$ cat src/rtl/bus_generator_arbiter.sv
// bus_generator_arbiter: shared-bus emulator and round-robin arbiter.
// Each bus index is an independent arbiter that pops one packet from a
// pending device and routes it by the 8-bit destination ID held in the
// packet's top byte (unicast, or broadcast to every device except the sender).
//
// Build option:
//   BS_BROADCAST_EN - when defined, ID == broadcast is delivered to all other
//                     devices; when undefined it is popped and dropped like
//                     any other unknown ID.
//
// state | meaning
// ------+---------------------------------------------------------------
// IDLE  | waiting for a pending device; issues the pop pulse on grant
// POP   | captures the granted head packet and decodes its destination
// PUSH  | push pulse is on the bus; returns to IDLE next cycle
module bus_generator_arbiter #(
    parameter int          bits      = 1,
    parameter int          drvrs     = 4,
    parameter int          pckg_sz   = 16,
    parameter logic [7:0]  broadcast = 8'hFF
) (
    input  logic                                       clk,
    input  logic                                       reset,
    input  logic [bits-1:0][drvrs-1:0]                 pndng,
    input  logic [bits-1:0][drvrs-1:0][pckg_sz-1:0]    D_pop,
    output logic [bits-1:0][drvrs-1:0]                 pop,
    output logic [bits-1:0][drvrs-1:0]                 push,
    output logic [bits-1:0][drvrs-1:0][pckg_sz-1:0]    D_push
);

    localparam int idx_w = (drvrs > 1) ? $clog2(drvrs) : 1;

    typedef enum logic [1:0] {
        IDLE = 2'd0,
        POP  = 2'd1,
        PUSH = 2'd2
    } state_t;

    genvar b;
    generate
        for (b = 0; b < bits; b++) begin : g_bus
            state_t             state_q, state_d;
            logic [idx_w-1:0]   rr_q, rr_d;
            logic [idx_w-1:0]   grant_q, grant_d;
            logic [idx_w-1:0]   cand;
            logic               found;
            logic [drvrs-1:0]   pop_q, pop_d;
            logic [drvrs-1:0]   push_q, push_d;
            logic [pckg_sz-1:0] pkt_q, pkt_d;
            logic [7:0]         dest;

            // State, round-robin pointer, grant and registered outputs.
            // The pointer resets to the last device so device 0 wins first.
            always_ff @(posedge clk or posedge reset) begin
                if (reset) begin
                    state_q <= IDLE;
                    rr_q    <= idx_w'(drvrs - 1);
                    grant_q <= '0;
                    pop_q   <= '0;
                    push_q  <= '0;
                    pkt_q   <= '0;
                end else begin
                    state_q <= state_d;
                    rr_q    <= rr_d;
                    grant_q <= grant_d;
                    pop_q   <= pop_d;
                    push_q  <= push_d;
                    pkt_q   <= pkt_d;
                end
            end

            // Next-state logic: round-robin grant search, capture and routing.
            always_comb begin
                state_d = state_q;
                rr_d    = rr_q;
                grant_d = grant_q;
                pop_d   = '0;
                push_d  = '0;
                pkt_d   = pkt_q;
                cand    = '0;
                found   = 1'b0;
                dest    = D_pop[b][grant_q][pckg_sz-1 -: 8];

                case (state_q)
                    IDLE: begin
                        // Search starts one past the last grant and wraps.
                        for (int i = 1; i <= drvrs; i++) begin
                            cand = idx_w'((int'(rr_q) + i) % drvrs);
                            if (!found && pndng[b][cand]) begin
                                found   = 1'b1;
                                grant_d = cand;
                            end
                        end
                        if (found) begin
                            rr_d           = grant_d;
                            pop_d[grant_d] = 1'b1;
                            state_d        = POP;
                        end
                    end

                    POP: begin
                        // The head is taken even if pndng dropped this cycle.
                        pkt_d = D_pop[b][grant_q];
                        if (int'(dest) < drvrs) begin
                            for (int i = 0; i < drvrs; i++) begin
                                push_d[i] = (dest == 8'(i));
                            end
                        end
`ifdef BS_BROADCAST_EN
                        else if (dest == broadcast) begin
                            for (int i = 0; i < drvrs; i++) begin
                                push_d[i] = (i != int'(grant_q));
                            end
                        end
`endif
                        state_d = PUSH;
                    end

                    PUSH: begin
                        state_d = IDLE;
                    end

                    default: begin
                        state_d = IDLE;
                    end
                endcase
            end

            assign pop[b]  = pop_q;
            assign push[b] = push_q;

            // Every lane carries the same delivered packet.
            for (genvar i = 0; i < drvrs; i++) begin : g_lane
                assign D_push[b][i] = pkt_q;
            end
        end
    endgenerate

endmodule

$ cat config.mk
export PLATFORM = sky130hd
export DESIGN_NAME = bus_generator_arbiter
export DESIGN_NICKNAME = d
export VERILOG_FILES = /design/src/rtl/bus_generator_arbiter.sv
export SDC_FILE = /design/constraint.sdc
export NUM_CORES = 1
export LEC_CHECK = 0
export BUFFER_PORTS_ARGS = -buffer_cell sky130_fd_sc_hd__buf_2
export CELL_PAD_IN_SITES_DETAIL_PLACEMENT = 2
export CELL_PAD_IN_SITES_GLOBAL_PLACEMENT = 2
export CORE_UTILIZATION = 23
export CTS_CLUSTER_SIZE = 30
export DETAILED_ROUTE_END_ITERATION = 7
export PLACE_DENSITY_LB_ADDON = 0.25
export SYNTH_ARGS = -nofsm -noshare
export SYNTH_HDL_FRONTEND = slang
export SYNTH_SLANG_ARGS = --single-unit
$ cat constraint.sdc
create_clock -name clk -period 2.4 [get_ports clk]
set_input_delay 0.24 -clock clk [delete_from_list [all_inputs] [get_ports clk]]
set_output_delay 0.24 -clock clk [all_outputs]
set_load 0.1 [all_outputs]
After elaboration in Yosys (flattened, before gate mapping) --
Index checks and enable logic that the tools add are counted.
Storage, ports and cells: register bits after elaboration 30, output and inout bits 72, input bits 70, logic and storage cells 64
Operators by class: equal/unequal tests 5, order comparisons 8, add/sub/neg operators 4, reductions and logical operators 10, muxes and demuxes 31
Operators with widths (number):
- 16-bit binary-select mux with 2-bit select | 1
- 2-bit by 3-bit less-than comparator with 1-bit output, second input constant | 6
- 8-bit by 2-bit == test with 1-bit output, second input constant | 2
- 16-bit 2-to-1 mux | 1
- 4-bit 2-to-1 mux | 4
- 1-bit 2-to-1 mux | 13
- 2-bit 2-to-1 mux | 6
- 1-bit binary-select mux with 2-bit select | 4
- 8-bit by 1-bit == test with 1-bit output, second input constant | 1
- 8-bit logical NOT | 1
- 8-bit by 3-bit less-than comparator with 1-bit output, second input constant | 1
- 2-bit by 1-bit adder with 2-bit output, second input constant | 2
- 2-bit adder, second input constant | 2
- 1-bit logical AND | 4
- 2-bit one-hot mux with 2 select lines | 1
- 1-bit logical NOT | 3
- 1-bit demux with 2-bit select | 1
- 2-bit by 1-bit == test with 1-bit output, second input constant | 1
- 2-bit by 1-bit greater-or-equal comparator with 1-bit output, second input constant | 1
- 2-bit logical NOT | 1
- 2-bit inequality test, second input constant | 1
- 2-bit AND reduction | 1

Depth between registers and ports, before layout --
Gate-level depths: netlist of run 1.
depth after elaboration 23, gate-level depth with buffers 7, depth with buffers taken out 5

Worst setup path before layout of run 1 --
OpenSTA, ideal clock, no wires.
path kind register to register, start point register g_bus[0].rr_q[0], end point register g_bus[0].pop_q[0], in the netlist pop[0], arrival time 1742 ps, path buffers 1, required time 2333 ps, clock period less this slack 1808 ps, stages on the path, launching flop included 6, library setup time 67 ps, slack 592 ps, cells stage by stage dfstp_2 -> buf_6 -> mux4_1 -> o32a_1 -> o211ai_2 -> and3b_1
Between the ends: word-level cells in the longest chain between the ends 23, elaborated cells between the ends (all ways) 38, those cells by class add/sub (4); order compare (2); mux (25); reduce/logical (7)
RTL lines:
- start: declaration | line 43 | logic [idx_w-1:0] rr_q, rr_d;
- start signal: assignment | line 57 | rr_q <= idx_w'(drvrs - 1);
- start signal: assignment | line 64 | rr_q <= rr_d;
- 2-bit by 1-bit adder with 2-bit output | line 88 | cand = idx_w'((int'(rr_q) + i) % drvrs);
- 1-bit binary-select mux with 2-bit select | line 89 | if (!found && pndng[b][cand]) begin
- 1-bit 2-to-1 mux (not written as such) | line 89
- 1-bit 2-to-1 mux | line 89
- 1-bit 2-to-1 mux | line 84 | case (state_q)
- 1-bit logical NOT | line 89
- 1-bit logical AND | line 89
- 1-bit 2-to-1 mux | line 89
- [... 8 more ...]
- 2-bit 2-to-1 mux | line 84
- 2-bit by 3-bit less-than comparator with 1-bit output (not written as such) or 2-bit by 1-bit greater-or-equal comparator with 1-bit output (tied branches) | line 96 | pop_d[grant_d] = 1'b1;
- 1-bit logical AND (not written as such) | line 96
- 1-bit 2-to-1 mux (not written as such) | line 96
- 1-bit demux with 2-bit select | line 96
- 4-bit 2-to-1 mux * | line 94 | if (found) begin
- 4-bit 2-to-1 mux * | line 84
- named net g_bus[0].pop_d[0] | line 47 | logic [drvrs-1:0] pop_q, pop_d;
- end signal: assignment | line 66 | pop_q <= pop_d;
- end: declaration | line 47
The timed path passes the listed nets; every way through them passes the cells marked *. The select of a mux whose other input is x is not followed. A chain may end at the register's enable or synchronous reset.

Worst setup path in the final report of run 1 --
Ends and elaborated chain as after synthesis.

==> results by group, run 1 <==
Run status
  – Status: finished, final reports clean

Routing
  – Routed wire per std cell: roughly 15 microns
  – DRT iter0 DRCs: 35
  – DRC viols: 0
  – Detailed Route WL: 6.59 mm
  – Mean number of vias per cell: between 4 and 5
  – Pre-antenna DRT Iters: 4
  – Routed vias: approximately 1900
  – Final ANT Viol Nets: 0

Clock tree
  – CTS tree: yes
  – Post-CTS setup buffer count: 0
  – Root buf cell: clkbuf_8
  – CTS Hold Bufs: 0
  – CTS clk-pin slew, worst paths: approximately 70 ps
  – Cts bufs inserted: 5
  – Max clock buf depth: 2
  – Clk Latency, worst-skew pair: around 280 ps
  – Post-CTS Resized: 0
  – CTS H-tree lvls: 2
  – Clk sinks: 30

Critical path
  – Startpoint types: register
  – Crit path DAT: ~2300 ps
  – Max incr delay on CP: 730 ps
  – Worst reg2reg path depth: 4
  – Worst R2R End: pop[0]
  – Slowest-stage cell, CP: dfstp_2
  – CP Class: register to register
  – Cells along the critical path: mux4_1 > o32a_1 > o211ai_2 > and3b_1
  – CP Buf/Inv Count: 0
  – Worst Path Required: 2610 ps
  – Worst setup EP type: register
  – Crit Path Max Fanout: 18
  – Worst reg2reg setup slack: between 300 and 400 ps
  – FF-to-FF Start: g_bus[0].rr_q[0]
  – Delay-heaviest family, CP: flip-flops

STA
  – Crit share post-route: between 80 and 90%
  – Clock Skew: 5.44 ps
  – Hold Fails Final Rpt: 0
  – Tmin final: 2070 ps
  – Max Fclk: about 480 MHz
  – Final TNS setup: 0 ps
  – Final setup viols: 0
  – Max_slew headroom: a little under three fifths
  – Unrepaired setup endpoints after global routing: false
  – Final max-slew violation count: 0
  – Worst Tran Pin Value: around 650 ps

Die
  – Core Rows: 35
  – Die ar.: roughly 9900 sq um
  – Chip height: between 90 and 100 microns
  – Core footprint: just over 9000 sq um
  – Initial Util: between 20% and 30%
  – Die W: roughly 100 microns
  – IO Count: between 100 and 150

Synth
  – Post-synth EDFFs: 0
  – Library cell with the largest summed area after synthesis: dfrtp_1
  – Seq/Total Area, Yosys: 34.3%
  – Syn Std Cell Area: ~2200 sq um
  – Most instantiated cells after synthesis: nand2_1, buf_4, dfrtp_1
  – FF+latch count, synth: 30
  – Mapped Cells: ~220
  – Async SR Flop Fraction: between 90% and 100%
  – Mean Syn Cell Area: ~10 sq um
  – Distinct cells, synth: 39
  – Ys flop type: dfrtp_1
  – Post-synth top area share: roughly a third
  – Dominant cells by area after synthesis: dfrtp_1, buf_4, mux4_2
  – Synth warnings: 0
  – Count leader, synth: nand2_1
  – Synth Net Count: 292

Global routing
  – Largest net degree at the start of global routing: 19
  – Most crowded layer after global routing: met2
  – GRT met1 Usage: ~15%
  – Grt ovf: 0
  – Initial antenna violation count: 0
  – Met2 GRT Util: roughly 25%
  – Vias in the first global route: between 1500 and 2000
  – Met3 Track Usage GR: under 10%
  – GR Util All Layers: between 10% and 20%
  – First-pass GRT wire length: about 10 mm

Placed design
  – Routability Congestion: 0.739
  – I/O Buffers: approximately 140
  – HPWL after DPL: ~5.4 mm

Finish
  – Area delta synth->final: 25.7%
  – Layout cells sized above 1: between 50% and 60%
  – # nets final: ~380
  – ANT cells: 0

Flow run
  – Max-cap violations: 0

Min path
  – HP Class: input port to asynchronous set/reset pin
## worst max path at each step
stage	cells after the start	from	endpoint
2_1_floorplan	5	g_bus[0].rr_q[0]	pop[0]
6_report	4	g_bus[0].rr_q[0]	pop[0]
3_5_place_dp	4	g_bus[0].rr_q[0]	pop[0]
4_1_cts	4	g_bus[0].rr_q[0]	pop[0]
5_1_grt	4	g_bus[0].rr_q[0]	pop[2]
3_3_place_gp	4	g_bus[0].rr_q[0]	pop[0]
## routing by layer
metal	wire (microns)	share of wire (%)
met4	80	1.2
met1	2680	41
met5	0	0
met2	3440	52
met3	397	6.0
## layout make-up
class / count / area (sq um)
multi-input combinational: 124 / 982
tap: 129 / 161
sequential: 30 / 753
inverter: 7 / 26.3
fill: 1101 / 6480
timing repair buffer: 146 / 743
clock inverter: 1 / 5.00
clock buffer: 7 / 86.3
## sequential cells by signal, indices dropped and copies added (netlist names)
signal and flops:
g_bus.grant_q 2, g_bus.pkt_q 16, g_bus.rr_q 2, g_bus.state_q 2
pop 4, push 4
## per-stage QoR
stage / instances / area [sq um] / hold slack [ps] / util, % / worst slack (ps)
2_1_floorplan: 222 / 2190 / 329 / - / 592
3_3_place_gp: 436 / 2670 / 368 / 28.9 / 387
3_5_place_dp: 436 / 2670 / 382 / 28.9 / 340
4_1_cts: 444 / 2760 / 74.9 / 29.8 / 325
5_1_grt: 444 / 2760 / 108 / 29.8 / 206
6_report: 444 / 2760 / 46.2 / 29.8 / 329
## kinds of logic (layout without fill, tap and decap cells)
group	after synthesis	count (layout)	share of synthesized area, %
multiplexers	19	19	19.1
AO/OA/AOI/OAI	22	22	7.41
XOR/XNOR	1	1	0.399
buffers and inverters	68	161	20.9
AND/OR/NAND/NOR	82	82	17.8
flip-flops	30	30	34.3
## placed cells by master, fill, tap and decap left out, types with 2 or more instances in the layout
master / n
o31ai_1: 2
a211oi_1: 2
nor2_1: 5
mux4_1: 4
nand3_1: 2
dfstp_2: 2
nor3b_1: 6
mux4_2: 13
nand2_1: 52
clkbuf_8: 6
dfrtp_1: 28
buf_4: 5
nor4_2: 2
and3b_1: 3
nor3_1: 5
buf_2: 141
o21ai_0: 5
nor2b_1: 3
o21a_1: 2
inv_1: 6
nand2b_1: 2
Power of run 1 is left out: the tool's default activity adds up to more than one toggle a clock period on the data nets, which glitch-free logic cannot reach.
==> run 2: changes to the inputs <==
- CORE_UTILIZATION: 23 -> 24
- CTS_BUF_LIST: default -> sky130_fd_sc_hd__clkbuf_8
- SETUP_SLACK_MARGIN: default -> 0.5
==> results by group, run 2 (synthesized netlist as in run 1, its figures left out) <==
STA
  – Final setup viols: 0
  – Worst Tran Pin Value: between 500 and 600 ps
  – Final max-slew violation count: 0
  – Hold Fails Final Rpt: 0
  – Clock Skew: around 5 ps
  – Max_slew headroom: 63.9%
  – Final TNS setup: 0 ps
  – Unrepaired setup endpoints after global routing: true
  – Max Fclk: ~530 MHz
  – Crit share post-route: between 70% and 80%
  – Tmin final: ~1900 ps
  – Post-route worst setup slack: 495 ps

Die
  – Chip height: a little under 100 microns
  – Die ar.: 9530 sq um
  – Core Rows: 34
  – IO Count: around 140
  – Initial Util: 24.9%
  – Core footprint: roughly 8800 sq um
  – Die W: a little under 100 microns

Global routing
  – Initial antenna violation count: 0
  – GR Util All Layers: about 15%
  – First-pass GRT wire length: 10.8 mm
  – Vias in the first global route: 2076
  – Largest net degree at the start of global routing: 19
  – Grt ovf: 0

Finish
  – # nets final: between 300 and 400
  – Largest register FFs: 16
  – Most frequent cells in the layout: buf_2, nand2_1, dfrtp_1, mux4_2, buf_4
  – Layout fillers: about 1000
  – Biggest register: g_bus.pkt_q
  – Most common cell after layout, fill and taps aside: buf_2
  – Final Util: 32.9%
  – Multi-input logic area: between 1000 and 1500 sq um
  – Area delta synth->final: 32.0%
  – ANT cells: 0
  – Register area: roughly 760 sq um
  – Layout cells sized above 1: roughly 60%

Routing
  – Routed vias: between 1500 and 2000
  – Mean number of vias per cell: 4.60
  – Pre-antenna DRT Iters: 6
  – DRC viols: 34
  – Final ANT Viol Nets: 0
  – Routed wire per std cell: 15.8 microns
  – Detailed Route WL: a little under 7 mm
  – DRT iter0 DRCs: 67

Critical path
  – Crit path DAT: 2120 ps
  – Worst reg2reg setup slack: 500 ps
  – Worst Path Required: approximately 2600 ps
  – CP Class: register to register
  – Startpoint types: register
  – Crit Path Max Fanout: 5
  – Worst setup EP type: register

Clock tree
  – CTS H-tree lvls: 2
  – Root buf cell: clkbuf_8
  – CTS tree: yes
  – Max clock buf depth: 2
  – CTS clk-pin slew, worst paths: 60 ps
  – Clk Latency, worst-skew pair: about 280 ps
  – Cts bufs inserted: 5
  – Clk sinks: 30

Placed design
  – Setup slack at placement: ~320 ps
  – I/O Buffers: around 140
  – HPWL after DPL: about 5.3 mm
  – Routability Congestion: about 0.7

Run status
  – Failing checks: design-rule violations
  – Status: finished with violations

Flow run
  – Max-cap violations: 0

Min path
  – HP Class: input port to register
[run 2: cell count changes in the layout (fill, tap and decap cells not counted), moves of 2 or more]
cell,delta
buf_4,+4
buf_6,+3
nor3_1,-2
nor3_2,+2
o21a_1,-2
o21ai_0,-2
o21ai_1,+2
[run 2: cell type report]
type / instances / share of cell area, %
Tap cell: 108 / 4.67
Inverter: 7 / 0.907
Sequential cell: 30 / 26.2
Multi-Input combinational cell: 124 / 35.7
Timing Repair Buffer: 157 / 29.6
Clock buffer: 6 / 2.85
Clock inverter: 1 / 0.130
[run 2: worst paths after layout]
kind	to	cells after the start	startpoint
max in group asynchronous	g_bus[0].rr_q[0]	4	reset
worst min register to register	g_bus[0].pkt_q[13]	2	g_bus[0].pkt_q[13]
min in group asynchronous	g_bus[0].pkt_q[7]	3	reset
worst max-delay path	pop[0]	6	g_bus[0].rr_q[0]
worst min-delay path	g_bus[0].pkt_q[0]	4	D_pop[0]
worst max register to register	pop[0]	6	g_bus[0].rr_q[0]
[run 2: per-stage QoR]
stage | instances | area, sq um | hold WS [ps]
5_1_grt | 433 | 2900 | 389
3_3_place_gp | 417 | 2660 | 244
2_1_floorplan | 222 | 2190 | 329
3_5_place_dp | 417 | 2660 | 249
4_1_cts | 430 | 2810 | 368
6_report | 433 | 2900 | 376
[run 2: layer usage]
metal  routed length, microns  share of wire [%]  track usage (%)  vias to the layer above
li1                         -                  -                -                      924
met1                     2570                 38             16.3                      994
met2                     3770                 55             27.4                       71
met3                      462                6.8             3.45                        3
met4                       34               0.50             3.73                        0
met5                        0                  0                0                        -
[run 2: worst max-delay path, cell delays in order, from the launching register on]
cell      delay [ps]
dfstp_4          660
buf_6            120
nor3b_1           40
o21a_2           250
o32a_1           350
o211ai_2         230
and3b_1          180
[run 2: repair_timing]
item,4_1_cts,5_1_grt
hold endpoints to repair,8,0
endpoints found under the setup margin,9,11
setup buffers,5,3
resized for setup,8,15
pin swaps,4,7
hold buffers,1,0
Power of run 2 is left out for the same reason.
